## src/rtl/ram_bist_ctrl.sv

```systemverilog
// Two-pass march-style BIST controller for a single-port synchronous RAM.
// Each pass writes a seeded address pattern across the whole array, then
// reads it back and compares one cycle later. The second pass uses the
// inverted pattern. Every output is registered.
module ram_bist_ctrl #(
    parameter int unsigned ADDR_W = 6,
    parameter int unsigned DATA_W = 8
) (
    input  logic              clk,
    input  logic              rst_n,
    input  logic              start,
    input  logic [DATA_W-1:0] seed,
    output logic [ADDR_W-1:0] ram_address,
    output logic [DATA_W-1:0] data_in,
    output logic              write_enable,
    input  logic [DATA_W-1:0] data_out,
    output logic              busy,
    output logic              done,
    output logic              pass,
    output logic [6:0]        err_count,
    output logic [ADDR_W-1:0] fail_addr
);

    localparam int unsigned ERR_W = 7;
    localparam logic [ERR_W-1:0]  ERR_MAX   = '1;
    localparam logic [ADDR_W-1:0] ADDR_LAST = '1;

    localparam logic [2:0] S_IDLE  = 3'd0;
    localparam logic [2:0] S_WRITE = 3'd1;
    localparam logic [2:0] S_READ  = 3'd2;
    localparam logic [2:0] S_DRAIN = 3'd3;
    localparam logic [2:0] S_DONE  = 3'd4;

    // Pattern for address a in pass p: zero-extended address XOR seed, inverted in pass 1.
    function automatic logic [DATA_W-1:0] pat(input logic [ADDR_W-1:0] a,
                                              input logic              p,
                                              input logic [DATA_W-1:0] s);
        logic [DATA_W-1:0] v;
        v = DATA_W'(a) ^ s;
        return p ? ~v : v;
    endfunction

    logic [2:0]        state_q, state_d;
    logic              p_q, p_d;
    logic [DATA_W-1:0] seed_q, seed_d;
    logic              cmp_valid_q, cmp_valid_d;
    logic [ADDR_W-1:0] cmp_addr_q, cmp_addr_d;
    logic [ADDR_W-1:0] addr_d;
    logic [DATA_W-1:0] din_d;
    logic              we_d;
    logic              busy_d;
    logic              done_d;
    logic              pass_d;
    logic [ERR_W-1:0]  err_d;
    logic [ADDR_W-1:0] fail_d;
    logic              mismatch_c;

    // Read data arrives one cycle after its address, so compare against the delayed address.
    assign mismatch_c = cmp_valid_q && (data_out != pat(cmp_addr_q, p_q, seed_q));

    // State register and all registered outputs.
    always_ff @(posedge clk or negedge rst_n) begin
        if (!rst_n) begin
            state_q      <= S_IDLE;
            p_q          <= 1'b0;
            seed_q       <= '0;
            cmp_valid_q  <= 1'b0;
            cmp_addr_q   <= '0;
            ram_address  <= '0;
            data_in      <= '0;
            write_enable <= 1'b0;
            busy         <= 1'b0;
            done         <= 1'b0;
            pass         <= 1'b0;
            err_count    <= '0;
            fail_addr    <= '0;
        end else begin
            state_q      <= state_d;
            p_q          <= p_d;
            seed_q       <= seed_d;
            cmp_valid_q  <= cmp_valid_d;
            cmp_addr_q   <= cmp_addr_d;
            ram_address  <= addr_d;
            data_in      <= din_d;
            write_enable <= we_d;
            busy         <= busy_d;
            done         <= done_d;
            pass         <= pass_d;
            err_count    <= err_d;
            fail_addr    <= fail_d;
        end
    end

    // Next-state, address sequencing, compare bookkeeping and next output values.
    always_comb begin
        state_d     = state_q;
        p_d         = p_q;
        seed_d      = seed_q;
        cmp_valid_d = 1'b0;
        cmp_addr_d  = cmp_addr_q;
        addr_d      = '0;
        din_d       = '0;
        we_d        = 1'b0;
        pass_d      = pass;
        err_d       = err_count;
        fail_d      = fail_addr;

        if (mismatch_c) begin
            if (err_count == '0) begin
                fail_d = cmp_addr_q;
            end
            if (err_count != ERR_MAX) begin
                err_d = err_count + ERR_W'(1);
            end
        end

        case (state_q)
            S_IDLE: begin
                if (start) begin
                    state_d = S_WRITE;
                    seed_d  = seed;
                    p_d     = 1'b0;
                    we_d    = 1'b1;
                    din_d   = pat('0, 1'b0, seed);
                    err_d   = '0;
                    fail_d  = '0;
                    pass_d  = 1'b0;
                end
            end
            S_WRITE: begin
                if (ram_address == ADDR_LAST) begin
                    state_d = S_READ;
                end else begin
                    addr_d = ram_address + ADDR_W'(1);
                    we_d   = 1'b1;
                    din_d  = pat(ram_address + ADDR_W'(1), p_q, seed_q);
                end
            end
            S_READ: begin
                cmp_valid_d = 1'b1;
                cmp_addr_d  = ram_address;
                if (ram_address == ADDR_LAST) begin
                    state_d = S_DRAIN;
                end else begin
                    addr_d = ram_address + ADDR_W'(1);
                end
            end
            S_DRAIN: begin
                if (!p_q) begin
                    p_d     = 1'b1;
                    state_d = S_WRITE;
                    we_d    = 1'b1;
                    din_d   = pat('0, 1'b1, seed_q);
                end else begin
                    state_d = S_DONE;
                    pass_d  = (err_d == '0);
                end
            end
            S_DONE: begin
                state_d = S_IDLE;
            end
            default: begin
                state_d = S_IDLE;
            end
        endcase

        busy_d = (state_d == S_WRITE) || (state_d == S_READ) || (state_d == S_DRAIN);
        done_d = (state_d == S_DONE);
    end

endmodule

```

## config.mk

```make
export PLATFORM = sky130hd
export DESIGN_NAME = ram_bist_ctrl
export DESIGN_NICKNAME = d
export VERILOG_FILES = /design/src/rtl/ram_bist_ctrl.sv
export SDC_FILE = /design/constraint.sdc
export NUM_CORES = 1
export LEC_CHECK = 0
export ABC_AREA = 0
export CAP_MARGIN = 20
export CELL_PAD_IN_SITES_DETAIL_PLACEMENT = 2
export CELL_PAD_IN_SITES_GLOBAL_PLACEMENT = 2
export CORE_MARGIN = 4
export CORE_UTILIZATION = 35
export DETAILED_ROUTE_END_ITERATION = 16
export HOLD_SLACK_MARGIN = 0.08
export PLACE_DENSITY = 0.88
export SKIP_LAST_GASP = 1
export SLEW_MARGIN = 25
export SYNTH_ARGS = -nofsm -noshare
export SYNTH_HDL_FRONTEND = slang
export SYNTH_SLANG_ARGS = --single-unit
```

## constraint.sdc

```tcl
create_clock -name clk -period 7.7 [get_ports clk]
set_input_delay 1.155 -clock clk [delete_from_list [all_inputs] [get_ports clk]]
set_output_delay 1.155 -clock clk [all_outputs]
set_load 0.01 [all_outputs]
```

* After elaboration in Yosys (flattened, before gate mapping) *
Index checks and enable logic that the tools add are counted.

storage, ports and cells
  register bits = 50
  bits of input ports = 19
  output and inout port bits = 31

cells by class
  add/sub/neg operators = 2
  equality and inequality tests = 12
  muxes and demuxes = 30
  reductions and logical operators = 11
  bitwise logic cells = 5

operators by type and width
  operator                                              count
  two-way mux 8 bit                                     5
  two-way mux 6 bit                                     6
  two-way mux 7 bit                                     4
  inverter 8 bit                                        3
  one-hot mux 8 bit (3 select lines)                    1
  bitwise XOR 6 x 8 -> 8 bit                            2
  zero test 7 bit                                       2
  equality test 3 x 2 -> 1 bit (second input constant)  4
  two-way mux 3 bit                                     4
  one-hot mux 3 bit (4 select lines)                    1
  inequality test 8 bit                                 1
  adder 7 x 1 -> 7 bit (second input constant)          1
  inequality test 7 bit (second input constant)         1
  adder 6 x 1 -> 6 bit (second input constant)          1
  equality test 3 x 1 -> 1 bit (second input constant)  2
  equality test 6 bit (second input constant)           1
  two-way mux 1 bit                                     6
  inequality test 2 bit (second input constant)         2
  one-hot mux 1 bit (2 select lines)                    2
  AND reduction 2 bit                                   2
  equality test 3 bit (second input constant)           1
  zero test 3 bit                                       1
  one-hot mux 1 bit (3 select lines)                    1
  AND reduction 3 bit                                   1
  4 further kinds                                       5

* Longest topological paths before layout *
  depth in word-level cells = 9
  depth in mapped cells = 11
  mapped depth without buffers = 9

* Worst setup path after synthesis *
OpenSTA, ideal clock, no wires.

  path kind = input to register
  start = input data_out[4]
  end = register pass
  stages on the path = 8
  setup time = 0.065 ns
  data required time = 7.635 ns
  data arrival time = 2.860 ns
  slack = 4.774 ns
  cells stage by stage = xnor3_1 -> a2111oi_2 -> mux2i_1 -> o221a_1 -> buf_6 -> mux2_4 -> nor4_2 -> a31o_1

on the way
  cells in the longest elaborated chain, start to end = 6

RTL lines
  what                                line  RTL
  start: declaration                  16    input logic [DATA_W-1:0] data_out,
  inequality test 8 bit               59    assign mismatch_c = cmp_valid_q && (data_out != pat(cmp_addr_q, p_q, seed_q));
  logical AND 1 bit                   59
  two-way mux 7 bit                   108   if (mismatch_c) begin
  zero test 7 bit                     156   pass_d = (err_d == '0);
  two-way mux 1 bit                   149   if (!p_q) begin
  one-hot mux 1 bit (2 select lines)  117   case (state_q)
  end signal: assignment              88    pass <= pass_d;
  end: declaration                    19    output logic pass,

Every way passes these cells. The select of a mux whose other input is x is not followed.
A chain may end at the register's enable or synchronous reset.

* Worst setup path in the final report *
Same ends and word-level chain as after synthesis.

==> results by stage <==
STA:
- The worst slack on hold paths is 552 ps.
- The clock arrives with 13.0 ps of skew.
- The worst relative slew slack is 40.0%.
- Setup repair after global routing left no endpoint under its margin.
- The number of hold-slack violations in the final timing report is 0.
- For this run, the top clock speed supported by timing is 0.303 GHz.
- The part of the cycle the worst path needs is 42.8%.
- The max-slew violation total from the final report is 0.
- Setup violations remaining at the end of the flow were counted as 0.
- The slew at the pin with the worst max-slew slack is 895 ps.
- The smallest clock period supported by the final layout is computed as 3300 ps.
- In the final timing run, aggregate negative setup slack is 0 ps.

Clock network:
- For the worst-skew pair, the clock arrives at the later sink with an insertion delay of 310 ps.
- The total CTS buffers is 5.
- The number of setup buffers added after CTS is 0.
- The hold buffer count at cts is 0.
- In this run the clock root is driven by a sky130_fd_sc_hd__clkbuf_8.
- The H-tree was split into 2 levels.
- The tree built by TritonCTS fans out to 50 sinks.
- The number of gates resized after CTS is 0.
- The maximum number of buffers from clock root to sink is 2.
- TritonCTS built the clock tree.
- Clock-pin slew was measured on the worst setup and hold paths at 90 ps.

Worst hold path:
- The worst hold path class is flip-flop to flip-flop.

Synthesis:
- The netlist area before placement is 0.00252 sq mm.
- For this run, the number of Yosys warnings is 0.
- The fraction of registers with async set/reset is 100%.
- The number of flip-flops and latches in the synthesized netlist is 50.
- The sequential fraction of the synthesis area is 49.7%.
- The number of different library cells in the post-synthesis netlist is 41.
- Each instance of the synthesized netlist takes up on average 10.4 sq um.
- In the synthesized netlist the dominant register cell turns out to be sky130_fd_sc_hd__dfrtp_1.
- The synthesized design contains 0 enable-type register cells.
- The gate count of the mapped netlist is 242.
- The number of nets handed over by synthesis was 266.

Cells and area:
- The total number of nets in the final design is 315.
- The area growth from synthesis to layout is 27.1%.
- The number of antenna diodes in the final layout is 0.
- The final standard cell utilization of the core is 46.3%.
- The proportion of layout cells with a drive suffix above 1 is 10.3%.
- The multi-input combinational cells in the finished layout cover a total of 0.00118 sq mm.
- With fillers left out, the area of the finished cells amounts to 0.00320 sq mm.
- Counting the fill cells in the layout gives 751.
- In the final layout, flip-flops and latches occupy 0.00125 sq mm.

GRT:
- The initial antenna violation count is 0.
- Entering global routing, the biggest net connects 51 pins.
- The number of global-route vias before repair was 2263.
- After global routing the overflow that remains totals 0.
- The first global-routing pass estimated 12000 microns of wire.
- In the global route stage, overall resource usage came out at 18.2%.

Placement:
- The final weighted congestion in routability-driven placement is 0.754.
- Detailed placement ended at an HPWL of 5540 microns.
- The number of buffers added on ports is 49.
- The post-detailed-placement cell area is 0.00311 sq mm.

Floorplanning:
- The area of the core is 0.00691 sq mm.
- The height of the die is 92.8 microns.
- The area of the die is 0.00861 sq mm.
- The number of cell rows is 30.
- The effective utilization at floorplan is 36.4%.
- From left edge to right edge, the die measures 92.8 microns.
- The number of placed I/O pins is 50.

Route:
- The detailed router finished its first iteration with 66 violations.
- The number of detailed-route iterations in the first pass is 4.
- Dividing the detail-routed via count by the number of cells gives 5.11.
- After detailed routing, the average wire length per cell comes to 18.8 microns.
- The final routed DRC violation total is 0.
- The routed design has 7310 microns of wire.
- The total number of vias is 1984.
- The number of routed nets with antenna violations is 0.

Critical path:
- The number of buffers and inverters on the critical path is 1.
- In this design, the stage delay of the slowest critical-path cell is 470 ps.
- Traced cell by cell, the critical path runs through clkdlybuf4s50_1 > xnor3_1 > a2111oi_2 > mux2i_1 > o221a_1 > mux2_4 > nor4_2 > a31o_1.
- In this run the worst path has a maximum fanout of 8.
- The type of origin of the critical path is an input pin.
- Data on the critical path is required at its endpoint by 7950 ps.
- Data arrives at the worst endpoint at 3540 ps.
- STA classifies the critical path endpoint as a flip-flop.
- The largest delay contributor family on the critical path is compound AO/OA/AOI/OAI gates.
- The worst setup path is of the input pin to flip-flop kind.
- The largest individual stage delay along the critical path comes from the cell sky130_fd_sc_hd__clkdlybuf4s50_1.

Flow run:
- The count of maximum capacitance violations is 0.

Pwr:
- Power spread over the standard cell area amounts to 148 mW/mm^2.
- Power comes to 474 uW.
- The leakage power figure is 0.00151 uW.
- The maximum resistive drop on vdd is 69.6 uV.

Status:
- The flow ran to the end, and the final reports show no timing, DRC or antenna violations.
[final cells by class]
class / count / area share, %
multi-input cells: 168 / 36.8
flip-flops and latches: 50 / 39.1
clock inverters: 1 / 0.156
inverters: 14 / 1.64
clock buffers: 7 / 2.70
repair buffers: 52 / 15.9
well taps: 96 / 3.75
[synthesized netlist by cell type (all sizes together), types with 5 or more instances]
library cell | number | share of area, %
nand3 | 7 | 1.4
ha | 5 | 2.5
nor2 | 28 | 4.2
mux2 | 8 | 3.7
inv | 14 | 2.1
xnor2 | 13 | 4.5
a21oi | 8 | 1.6
xor2 | 14 | 4.9
clkbuf | 7 | 1.0
and3 | 5 | 1.2
mux2i | 7 | 2.8
o21ai | 7 | 1.4
dfrtp | 50 | 50
nand2 | 29 | 4.3
[metrics by stage]
| step | worst slack (ps) | cells |
|---|---|---|
| floorplan | 4770 | 242 |
| global placement | 4170 | 380 |
| detailed placement | 4080 | 380 |
| CTS | 4410 | 388 |
| global route | 4290 | 388 |
| finish | 4400 | 388 |
[final timing paths]
kind	from	end	slack, ps	depth (start not counted)
worst max-delay path	data_out[4]	pass	4400	8
max in group asynchronous	rst_n	seed_q[6]	6290	2
worst min register to register	fail_addr[0]	fail_addr[0]	550	2
worst max register to register	p_q	pass	4650	9
worst min-delay path	fail_addr[0]	fail_addr[0]	550	2
min in group asynchronous	rst_n	err_count[4]	960	2
[where the power goes]
| part | total (uW) | internal (uW) | switching (uW) |
|---|---|---|---|
| combinational | 39.0 | 20.6 | 18.4 |
| clock | 165 | 72.8 | 92.2 |
| sequential | 270 | 267 | 3.43 |
[layer usage]
metal / track usage, % / wire [microns] / part of all wire, % / up-vias
li1: - / - / - / 909
met1: 22.5 / 3200 / 44 / 1013
met2: 31.8 / 3710 / 51 / 50
met3: 3.57 / 249 / 3.4 / 12
met4: 5.98 / 150 / 2.1 / 0
met5: 0 / 0 / 0 / -
[flip-flops by register name (all words and copies together) (netlist names)]
name and cells:
data_in 8, pass 1, p_q 1, err_count 7, ram_address 6, write_enable 1, cmp_addr_q 6, done 1
state_q 3, busy 1, fail_addr 6, seed_q 8, cmp_valid_q 1
[worst min-delay path, stage by stage (launching register included)]
cell and delay [ps]:
sky130_fd_sc_hd__dfrtp_1 360, sky130_fd_sc_hd__mux2i_1 70, sky130_fd_sc_hd__nor2_1 90
[cell families after synthesis]
family                   share of synthesized area, %
AND/OR/NAND/NOR                                  16.1
flip-flops                                       49.7
AO/OA/AOI/OAI                                    9.15
XOR/XNOR                                         12.1
buffers and inverters                            3.98
multiplexers                                     6.51
adder cells (fa/ha/maj)                          2.49
[placed cells by master, fill, tap and decap left out, drive strengths merged, types with 5 or more instances in the layout]
cell type      synthesis  routed
a21oi                  8       8
ha                     5       5
mux2i                  7       7
nand2                 29      29
xnor2                 13      13
clkdlybuf4s50          0      48
nor2                  28      28
mux2                   8       8
inv                   14      14
and3                   5       5
o21ai                  7       7
nand3                  7       7
xor2                  14      14
clkbuf                 7       7
dfrtp                 50      50
No activity file was read; power rests on OpenSTA's default activity.
